==> config.mk <==
export PLATFORM = sky130hd
export DESIGN_NAME = rv32i_mem_stage
export DESIGN_NICKNAME = d
export VERILOG_FILES = /design/src/rtl/rv32i_pkg.sv /design/src/rtl/rv32i_lsu_align.sv /design/src/rtl/rv32i_mem_stage.sv
export SDC_FILE = /design/constraint.sdc
export NUM_CORES = 1
export LEC_CHECK = 0
export ABC_AREA = 0
export CORE_ASPECT_RATIO = 1.25
export CORE_UTILIZATION = 35
export CTS_CLUSTER_SIZE = 10
export DETAILED_ROUTE_END_ITERATION = 12
export GPL_TIMING_DRIVEN = 0
export MAX_ROUTING_LAYER = met4
export PLACE_DENSITY = 0.85
export SYNTH_ARGS = -nofsm -noshare
export SYNTH_HDL_FRONTEND = slang
export SYNTH_HIERARCHICAL = 1
export SYNTH_SLANG_ARGS = --single-unit
==> constraint.sdc <==
create_clock -name clk -period 1.76 [get_ports clk]
set_clock_uncertainty 0.05 [all_clocks]
set_input_delay 0.264 -clock clk [delete_from_list [all_inputs] [get_ports clk]]
set_output_delay 0.264 -clock clk [all_outputs]
set_load 0.1 [all_outputs]
==> src/rtl/rv32i_pkg.sv <==
// Shared definitions for the RV32I memory stage: load/store size encodings and
// the data-memory handshake states.
package rv32i_pkg;

  localparam int FUNCT3_W = 3;

  localparam logic [FUNCT3_W-1:0] F3_B  = 3'b000;
  localparam logic [FUNCT3_W-1:0] F3_H  = 3'b001;
  localparam logic [FUNCT3_W-1:0] F3_W  = 3'b010;
  localparam logic [FUNCT3_W-1:0] F3_BU = 3'b100;
  localparam logic [FUNCT3_W-1:0] F3_HU = 3'b101;

  typedef enum logic {
    IDLE = 1'b0,
    WAIT = 1'b1
  } mem_state_t;

endpackage

==> src/rtl/rv32i_lsu_align.sv <==
// Byte-lane steering for the memory stage: store enables/data replication,
// load extraction with sign/zero extension, and alignment checking.
module rv32i_lsu_align
  import rv32i_pkg::*;
(
  input  logic                access,
  input  logic                mem_write,
  input  logic [1:0]          offset,
  input  logic [FUNCT3_W-1:0] funct3,
  input  logic [31:0]         store_data,
  input  logic [31:0]         rdata,
  output logic                misaligned,
  output logic [3:0]          be,
  output logic [31:0]         wdata,
  output logic [31:0]         load_data
);

  logic [31:0] shifted_s;

  assign shifted_s = rdata >> {offset, 3'b000};

  // Alignment check, lane enables and store data replication
  always_comb begin
    misaligned = 1'b0;
    be         = 4'b1111;
    wdata      = store_data;
    case (funct3)
      F3_B, F3_BU: begin
        be    = 4'b0001 << offset;
        wdata = {4{store_data[7:0]}};
      end
      F3_H, F3_HU: begin
        misaligned = access & offset[0];
        be         = offset[1] ? 4'b1100 : 4'b0011;
        wdata      = {2{store_data[15:0]}};
      end
      F3_W: begin
        misaligned = access & (offset != 2'b00);
      end
      default: begin
        be = 4'b1111;
      end
    endcase
    if (!mem_write) begin
      be = 4'b1111;
    end else begin
      be = be;
    end
  end

  // Load extraction from the addressed lane
  always_comb begin
    load_data = shifted_s;
    case (funct3)
      F3_B:    load_data = {{24{shifted_s[7]}}, shifted_s[7:0]};
      F3_BU:   load_data = {24'h000000, shifted_s[7:0]};
      F3_H:    load_data = {{16{shifted_s[15]}}, shifted_s[15:0]};
      F3_HU:   load_data = {16'h0000, shifted_s[15:0]};
      default: load_data = shifted_s;
    endcase
  end

endmodule

==> src/rtl/rv32i_mem_stage.sv <==
// RV32I memory stage: data-memory req/ready handshake with bus timeout,
// and the MEM/WB pipeline register feeding write-back and forwarding.
module rv32i_mem_stage
  import rv32i_pkg::*;
#(
  parameter int TIMEOUT_CYCLES = 255
) (
  input  logic                clk,
  input  logic                rst,
  input  logic                in_valid,
  input  logic [31:0]         in_alu_result,
  input  logic [31:0]         in_store_data,
  input  logic [FUNCT3_W-1:0] in_funct3,
  input  logic                in_mem_read,
  input  logic                in_mem_write,
  input  logic                in_reg_write,
  input  logic [4:0]          in_rd,
  output logic                dmem_req,
  output logic                dmem_we,
  output logic [31:0]         dmem_addr,
  output logic [3:0]          dmem_be,
  output logic [31:0]         dmem_wdata,
  input  logic                dmem_ready,
  input  logic [31:0]         dmem_rdata,
  output logic                mem_stall,
  output logic                wb_valid,
  output logic                wb_reg_write,
  output logic [4:0]          wb_rd,
  output logic [31:0]         wb_data,
  output logic                exc_misalign,
  output logic                exc_bus_timeout
);

  localparam int CNT_W = (TIMEOUT_CYCLES > 1) ? $clog2(TIMEOUT_CYCLES) : 1;
  localparam logic [CNT_W-1:0] CNT_LAST = CNT_W'((TIMEOUT_CYCLES > 0) ? TIMEOUT_CYCLES - 1 : 0);
  localparam logic TIMEOUT_EN = (TIMEOUT_CYCLES > 0);

  mem_state_t  state_r, state_nx_s;
  logic [CNT_W-1:0] cnt_r;
  logic        access_s, misaligned_s, req_s, stall_s, timeout_s;
  logic [3:0]  be_s;
  logic [31:0] wdata_s, load_data_s;

  assign access_s = in_valid & (in_mem_read | in_mem_write);

  rv32i_lsu_align u_align (
    .access     (access_s),
    .mem_write  (in_mem_write),
    .offset     (in_alu_result[1:0]),
    .funct3     (in_funct3),
    .store_data (in_store_data),
    .rdata      (dmem_rdata),
    .misaligned (misaligned_s),
    .be         (be_s),
    .wdata      (wdata_s),
    .load_data  (load_data_s)
  );

  // Handshake next state, request, stall and timeout decode
  always_comb begin
    state_nx_s = state_r;
    req_s      = 1'b0;
    stall_s    = 1'b0;
    timeout_s  = 1'b0;
    if (rst) begin
      state_nx_s = IDLE;
    end else begin
      case (state_r)
        IDLE: begin
          if (access_s && !misaligned_s) begin
            req_s = 1'b1;
            if (!dmem_ready) begin
              stall_s    = 1'b1;
              state_nx_s = WAIT;
            end else begin
              state_nx_s = IDLE;
            end
          end else begin
            state_nx_s = IDLE;
          end
        end
        WAIT: begin
          req_s = 1'b1;
          if (dmem_ready) begin
            state_nx_s = IDLE;
          end else if (TIMEOUT_EN && (cnt_r == CNT_LAST)) begin
            // abort releases the slot this cycle; request drops next cycle
            timeout_s  = 1'b1;
            state_nx_s = IDLE;
          end else begin
            stall_s    = 1'b1;
            state_nx_s = WAIT;
          end
        end
        default: begin
          state_nx_s = IDLE;
        end
      endcase
    end
  end

  // State register
  always_ff @(posedge clk or posedge rst) begin
    if (rst) begin
      state_r <= IDLE;
    end else begin
      state_r <= state_nx_s;
    end
  end

  // Wait-cycle counter, cleared whenever not waiting
  always_ff @(posedge clk or posedge rst) begin
    if (rst) begin
      cnt_r <= '0;
    end else if ((state_r == WAIT) && !dmem_ready) begin
      cnt_r <= cnt_r + {{(CNT_W-1){1'b0}}, 1'b1};
    end else begin
      cnt_r <= '0;
    end
  end

  // MEM/WB register: retire on non-stalled valid cycles, bubble otherwise
  always_ff @(posedge clk or posedge rst) begin
    if (rst) begin
      wb_valid        <= 1'b0;
      wb_reg_write    <= 1'b0;
      wb_rd           <= 5'd0;
      wb_data         <= 32'h0000_0000;
      exc_misalign    <= 1'b0;
      exc_bus_timeout <= 1'b0;
    end else if (in_valid && !stall_s) begin
      wb_valid        <= 1'b1;
      wb_reg_write    <= in_reg_write & ~in_mem_write & ~misaligned_s & ~timeout_s & (in_rd != 5'd0);
      wb_rd           <= in_rd;
      wb_data         <= in_mem_read ? load_data_s : in_alu_result;
      exc_misalign    <= misaligned_s;
      exc_bus_timeout <= timeout_s;
    end else begin
      wb_valid        <= 1'b0;
      wb_reg_write    <= 1'b0;
      wb_rd           <= 5'd0;
      wb_data         <= 32'h0000_0000;
      exc_misalign    <= 1'b0;
      exc_bus_timeout <= 1'b0;
    end
  end

  assign dmem_req   = req_s;
  assign dmem_we    = in_mem_write;
  assign dmem_addr  = {in_alu_result[31:2], 2'b00};
  assign dmem_be    = be_s;
  assign dmem_wdata = wdata_s;
  assign mem_stall  = stall_s;

endmodule

==> results of run 1 <==
==> layer usage <==
metal,vias to the layer above,global-route usage
met1,2121,0.287
met5,-,-
met3,39,0.0538
met2,284,0.486
li1,2046,-
met4,0,0.110
==> cells in the mapped netlist <==
library cell	n
mux2i_2	1
nand3_1	4
nand2b_1	1
and4_1	2
buf_4	42
ha_1	2
a31oi_2	10
nand3_2	1
nor2b_1	10
buf_8	1
o21bai_1	1
or3_1	4
dfrtp_1	50
o21ai_1	1
nor2_1	14
and2_1	11
conb_1	1
o211ai_1	2
or4_1	1
o311ai_2	1
nand2_1	84
o21ai_0	24
inv_1	5
a31oi_1	28
nand4_1	2
nand3b_1	1
xor2_1	3
buf_1	1
buf_2	23
mux2_2	57
o31ai_1	1
clkbuf_1	9
a21oi_1	20
nor2_2	1
mux2i_1	15
buf_6	4
nor3_1	2
and3_1	3
a211oi_1	7
xnor2_1	1
==> sequential cells by signal, indices dropped and copies added, names as in the netlist <==
name             flops
exc_misalign         1
wb_valid             1
wb_data             32
exc_bus_timeout      1
cnt_r                8
wb_reg_write         1
state_r              1
wb_rd                5
==> cells in the final DEF, fill, tap and decap left out, types with 6 or more instances in the layout <==
cell and count:
a211oi_1 7, a31oi_2 10, buf_2 33, clkdlybuf4s50_1 97, mux2_2 46, clkdlybuf4s15_1 7
and2_1 9, nor2b_1 8, a31oi_1 28, a21oi_1 20, mux2_4 11, o21ai_2 7
clkdlybuf4s15_2 38, clkbuf_2 21, nor2_1 13, o21ai_0 11, clkbuf_16 6, buf_12 8
o21ai_4 7, clkbuf_1 7, clkdlybuf4s18_2 7, buf_4 90, nand2_1 82, dfrtp_1 50
mux2i_1 14
==> worst max-delay path by stage <==
| stage | cells past startpoint | endpoint | slack [ns] |
|---|---|---|---|
| after floorplan | 4 | dmem_wdata[25] | -0.14 |
| after global placement | 10 | mem_stall | -1.87 |
| after detailed placement | 10 | mem_stall | -1.88 |
| after CTS | 9 | mem_stall | -0.22 |
| after global routing | 8 | mem_stall | -0.17 |
| final | 8 | mem_stall | -0.14 |
==> stage by stage <==
step | setup slack, ns | hold WS [ns] | area, µm²
after CTS | -0.222 | 0.302 | 6940
final | -0.135 | 0.303 | 6910
after global placement | -1.87 | 0.419 | 6490
after global routing | -0.168 | 0.327 | 6910
after detailed placement | -1.88 | 0.432 | 6490
after floorplan | -0.141 | 0.263 | 4140
==> kinds of logic (layout without fill, tap and decap cells) <==
| group | count (synthesis) | in the layout |
|---|---|---|
| compound gates | 95 | 95 |
| mux | 73 | 73 |
| buf+inv | 85 | 341 |
| flops | 50 | 50 |
| fa+ha+maj | 2 | 2 |
| simple gates | 141 | 141 |
| other cells | 1 | 6 |
| xor+xnor | 4 | 4 |
==> power breakdown <==
part	internal, W	switching, W
registers	0.00121	0.0000190
logic	0.000805	0.00179
clock network	0.000853	0.000411
total	0.00287	0.00222
==> worst max-delay path: cells and delay by family <==
kind	cells	cell delay, ns
compound gates	3	0.53
buf+inv	3	0.39
simple gates	2	0.40
==> final cells by class <==
type                    instances  area [µm²]  share of cell area
well taps                     132         165              0.0239
multi-input cells             317        2370               0.343
diodes                          4        10.0             0.00145
inverters                       5        22.5             0.00326
clock inverters                 2        60.1             0.00870
flip-flops and latches         50        1250               0.181
repair inverters                2        10.0             0.00145
plain buffers                  74         544              0.0788
clock buffers                   6         139              0.0201
repair buffers                252        2330               0.338
==> timing repair <==
| item | 4_1_cts | 5_1_grt |
|---|---|---|
| gates resized for setup | 460 | 49 |
| pin swaps | 8 | 6 |
| gates cloned | 3 | 0 |
| setup endpoints to repair | 152 | 69 |
| hold buffers | 0 | 0 |
| buffers inserted | 25 | 8 |
==> results.txt, run 1 <==
Outcome = finished with violations
Failing checks = negative setup slack
DRT iter0 DRCs = 236
Final WS setup = -0.135 ns
I/O Pins = 223
# DRC = 0
Slew Limit Fails = 0
Seq/Total Area, Yosys = 0.318
Worst-Skew Late Latency = 0.29 ns
Finished Layout Cells = 844
Fraction of layout instances using a drive strength above 1 = 0.449
R2R Path Start = cnt_r[0]
Row cnt = 42
RSZ-0062 raised after global routing = yes
CP Max Fanout = 5
Hold Vio Cnt, Final = 0
Total Routing Usage GR = 0.269
1st-pass router iterations = 5
Setup tns final = -0.210 ns
Die width = 96.8 µm
P&R area growth vs syn = 75.6%
Worst IR Drop VDD = 0.368 mV
Met3 wire len = 1410 µm
Final Wtd Congestion = 0.958
Worst slew pin tran = 1.21 ns
Setup-failing EPs final = 2
Number of synthesized register bits = 50
Clock-pin slew on the worst setup and hold paths = 0.07 ns
Drt wl/cell = 18.6 µm
Worst path arrival time = 1.58 ns
First-pass GRT wire length = 23,600 µm
Layout fillers = 837
Largest net degree at the start of global routing = 27
Clk root buf = clkbuf_16
Min cycle time layout = 1.90 ns
Mean Syn Cell Area = 8.72 µm²
Largest area contributor in the netlist = dfrtp_1
Met1 wire length = 5610 µm
Die ar. = 11,700 µm²
Crit path required time = 1.45 ns
Number of CTS-inserted buffers = 5
Worst path cell trace = buf_12 > buf_8 > o211ai_1 > o21ai_4 > and2_4 > o21bai_4 > and3_4 > buf_12
Core Util, Final = 0.641
Mapped Area = 3930 µm²
DP Cell Count = 802
LEAKAGE = 3.15 nW
Post-synth top area share = 0.318
Reg2Reg Capture Point = wb_data[18]
Max Cap Viol = 0
Pwr/cell area = 737 nW/µm²
CP max-delay cell = o211ai_1
Synth Area in Adders = 0.00636
IO buf count = 218
Core area = 10,800 µm²
Top sig layer = met4
FMAX = 0.528 GHz
Largest family of logic cells by synthesized area = multiplexers
Crit-path max cell delay = 0.26 ns
CP Launch Point = in_alu_result[0]
Vias = 4,490
Total wire length = 15,700 µm
R2R Setup Slk = 0.16 ns
GRT overflow = 0
Crit share post-route = 1.08
Crit path top cell by count = buf_12
Antenna violations before repair = 2
H-tree depth = 2
Crit end category = primary output
HP Class = input port to async pin
Die height = 121 µm
Syn. warnings = 6
Final #Nets = 820
Max Root-Sink Buffers = 2
Starting Density = 0.365
Sink Count = 50
Compound-Gate Fraction of Synth Area = 0.159
Met2 wire len = 8170 µm
Cells after Synth = 451
Overall power = 0.00509 W
Synth Area in XOR/XNOR = 0.00891
Final HPWL DP = 12,100 µm
Multiplexer area fraction after synthesis = 0.205
Synth top area cells = dfrtp_1 32%, mux2_2 16%, buf_4 8.0%
Vias per inst = 5.32
Crit start category = input port
Synth cell types = 40
Worst R2R Path Depth = 7
Vias in the first global route = 4,518
CTS tree = yes
Relative slew slack = 0.188
Crit Path Category = input port to primary output
Simple-Gate Fraction of Synth Area = 0.163
Antenna-violating nets left = 0
Power figures use the tool's default switching activity.
==> run 2, diff against run 1 <==
--- a/config.mk
+++ b/config.mk
@@ -10,6 +10,7 @@
 export CORE_UTILIZATION = 35
 export CTS_CLUSTER_SIZE = 10
 export DETAILED_ROUTE_END_ITERATION = 12
+export GPL_ROUTABILITY_DRIVEN = 0
 export GPL_TIMING_DRIVEN = 0
 export MAX_ROUTING_LAYER = met4
 export PLACE_DENSITY = 0.85
==> run 2 against run 1 <==
Effect of this change:
- the flow still finishes with violations (negative setup slack)
- register-to-register slack lost 0.02 ns
- critical path depth grew 1
- clock-buffer cell count is the same
- sequential share of layout area grew 0.099 points
- critical path type unchanged
==> results.txt, run 2 (same netlist as run 1, synthesis figures left out) <==
CTS tree = yes
Clock share of power = 0.201 (-0.047)
Vias = 4,483 (-0.16%)
FMAX = 0.509 GHz (-3.5%)
Worst path arrival time = 1.65 ns (+0.07 ns)
Largest net degree at the start of global routing = 27 (unchanged)
Core Util, Final = 0.638 (-0.00348)
RSZ-0062 raised after global routing = yes
Die height = 121 µm (unchanged)
Row cnt = 42 (unchanged)
Fraction of layout instances using a drive strength above 1 = 0.459 (+0.0102)
# DRC = 0 (unchanged)
Number of CTS-inserted buffers = 5 (unchanged)
Crit start category = input port
Commonest non-fill, non-tap cells in the layout = 97 x clkdlybuf4s50_1, 95 x buf_4, 81 x nand2_1
Hold Vio Cnt, Final = 0 (unchanged)
Total wire length = 16,300 µm (+3.4%)
Crit share post-route = 1.12 (+0.0394)
Largest register by flop count = wb_data
Outcome = finished with violations
Switching part of the total = 0.464 (+0.0274)
Final WS setup = -0.204 ns (-0.0693 ns)
First-pass GRT wire length = 24,200 µm (+2.2%)
Vias per inst = 5.28 (-0.74%)
Setup tns final = -0.617 ns (-0.407 ns)
Max Cap Viol = 0 (unchanged)
Overall power = 0.00482 W (-5.3%)
Layout fillers = 837 (unchanged)
Vias in the first global route = 4,531 (+0.29%)
Core area = 10,800 µm² (unchanged)
Sink Count = 50 (unchanged)
H-tree depth = 2 (unchanged)
HP Class = input port to async pin
Max Root-Sink Buffers = 2 (unchanged)
Starting Density = 0.365 (unchanged)
R2R Setup Slk = 0.14 ns (-0.02 ns)
Final #Nets = 826 (+0.73%)
Pre-CTS WS = -1.84 ns (+0.0360 ns)
Reg2Reg Capture Point = wb_data[9]
Internal = 0.00259 W (-9.9%)
Drt wl/cell = 19.1 µm (+2.8%)
Pwr/cell area = 702 nW/µm² (-4.8%)
Clk root buf = clkbuf_16
Min cycle time layout = 1.96 ns (+0.0693 ns)
Worst slew pin tran = 1.17 ns (-0.0431 ns)
CP Launch Point = in_alu_result[0]
Post-CTS Hold Buffers = 0 (unchanged)
I/O Pins = 223 (unchanged)
Gate power share = 0.544 (+0.034)
Failing checks = negative setup slack
Largest register FFs = 32 (unchanged)
Worst IR Drop VDD = 0.427 mV (+16%)
GRT overflow = 0 (unchanged)
Crit end category = primary output
LEAKAGE = 3.15 nW (about the same)
Die width = 96.8 µm (unchanged)
Regs by FF count = wb_data: 32 flops, cnt_r: 8 flops, wb_rd: 5 flops
Crit path required time = 1.45 ns (about the same)
Net Switching = 0.00224 W (+0.66%)
DRT iter0 DRCs = 256 (+8.5%)
Crit Path Category = input port to primary output
IO buf count = 218 (unchanged)
CP Max Fanout = 4 (-1)
Antenna-violating nets left = 0 (unchanged)
1st-pass router iterations = 4 (-1)
Antenna violations before repair = 2 (unchanged)
Final instance area = 6870 µm² (-0.54%)
Total Routing Usage GR = 0.274 (+0.00475)
R2R Path Start = cnt_r[0]
Die ar. = 11,700 µm² (unchanged)
Setup-failing EPs final = 15 (+13)
Worst R2R Path Depth = 7 (unchanged)
Commonest non-fill, non-tap cell in the layout = clkdlybuf4s50_1
Final HPWL DP = 12,200 µm (+0.63%)
P&R area growth vs syn = 74.6%
Worst-Skew Late Latency = 0.29 ns (about the same)
Relative slew slack = 0.217 (+0.0289)
Seq pwr share = 0.255 (+0.013)
Slew Limit Fails = 0 (unchanged)
DP Area = 6490 µm² (unchanged)
Clock-pin slew on the worst setup and hold paths = 0.07 ns (about the same)
run 2: cell types whose count changed in the layout (fill, tap and decap cells not counted), moves of 3 or more:
cell and delta:
clkdlybuf4s15_2 -8, buf_4 +5, clkbuf_2 +5, clkdlybuf4s18_2 +4, o21ai_0 -4, o21ai_1 +4
buf_6 +3, clkdlybuf4s15_1 -3
run 2: what timing repair did:
action	4_1_cts	5_1_grt
setup buffers	24	12
pin swaps	8	4
gates resized for setup	464	60
endpoints found under the setup margin	152	64
cloned	3	0
run 2: cell type report:
type	count	area, µm²	area share
Multi-Input combinational cell	317	2380	0.346
Timing Repair Buffer	255	2300	0.336
Sequential cell	50	1250	0.182
Clock inverter	2	12.5	0.00182
Buffer	77	579	0.0844
Clock buffer	6	139	0.0202
Tap cell	132	165	0.0240
Inverter	5	22.5	0.00328
Timing Repair inverter	2	10.0	0.00146
Antenna cell	3	7.51	0.00109
run 2: worst max path at each step:
stage                     end  slack (ns)  depth (start not counted)
3_3_place_gp        mem_stall       -1.85                         10
6_report            mem_stall       -0.20                          9
2_1_floorplan  dmem_wdata[25]       -0.14                          4
3_5_place_dp        mem_stall       -1.84                         10
5_1_grt             mem_stall       -0.24                          9
4_1_cts             mem_stall       -0.22                          7
run 2: metrics by stage:
stage          instances  hold slack [ns]
2_1_floorplan        452            0.263
3_3_place_gp         802            0.419
3_5_place_dp         802            0.432
4_1_cts              835            0.291
5_1_grt              848            0.336
6_report             849            0.303
run 2: power groups by stage:
stage	combinational, W	sequential, W	clock (W)
2_1_floorplan	0.00136	0.00172	0
3_3_place_gp	0.00254	0.00125	0
3_5_place_dp	0.00256	0.00125	0
4_1_cts	0.00258	0.00123	0.000973
5_1_grt	0.00271	0.00124	0.00103
6_report	0.00262	0.00123	0.000970
run 2: critical path, cell delays in order:
cell and delay, ns:
buf_12 0.11, buf_8 0.11, o211ai_1 0.28, o21ai_4 0.10, and2_4 0.16, o21bai_4 0.12
buf_6 0.12, and3_4 0.19, buf_12 0.17
run 2: layer usage:
| layer | vias up | GRT usage | wire length [µm] |
|---|---|---|---|
| met2 | 271 | 0.489 | 8350 |
| met5 | - | - | 0 |
| li1 | 2059 | - | - |
| met4 | 0 | 0.114 | 495 |
| met1 | 2113 | 0.291 | 6060 |
| met3 | 40 | 0.0636 | 1350 |
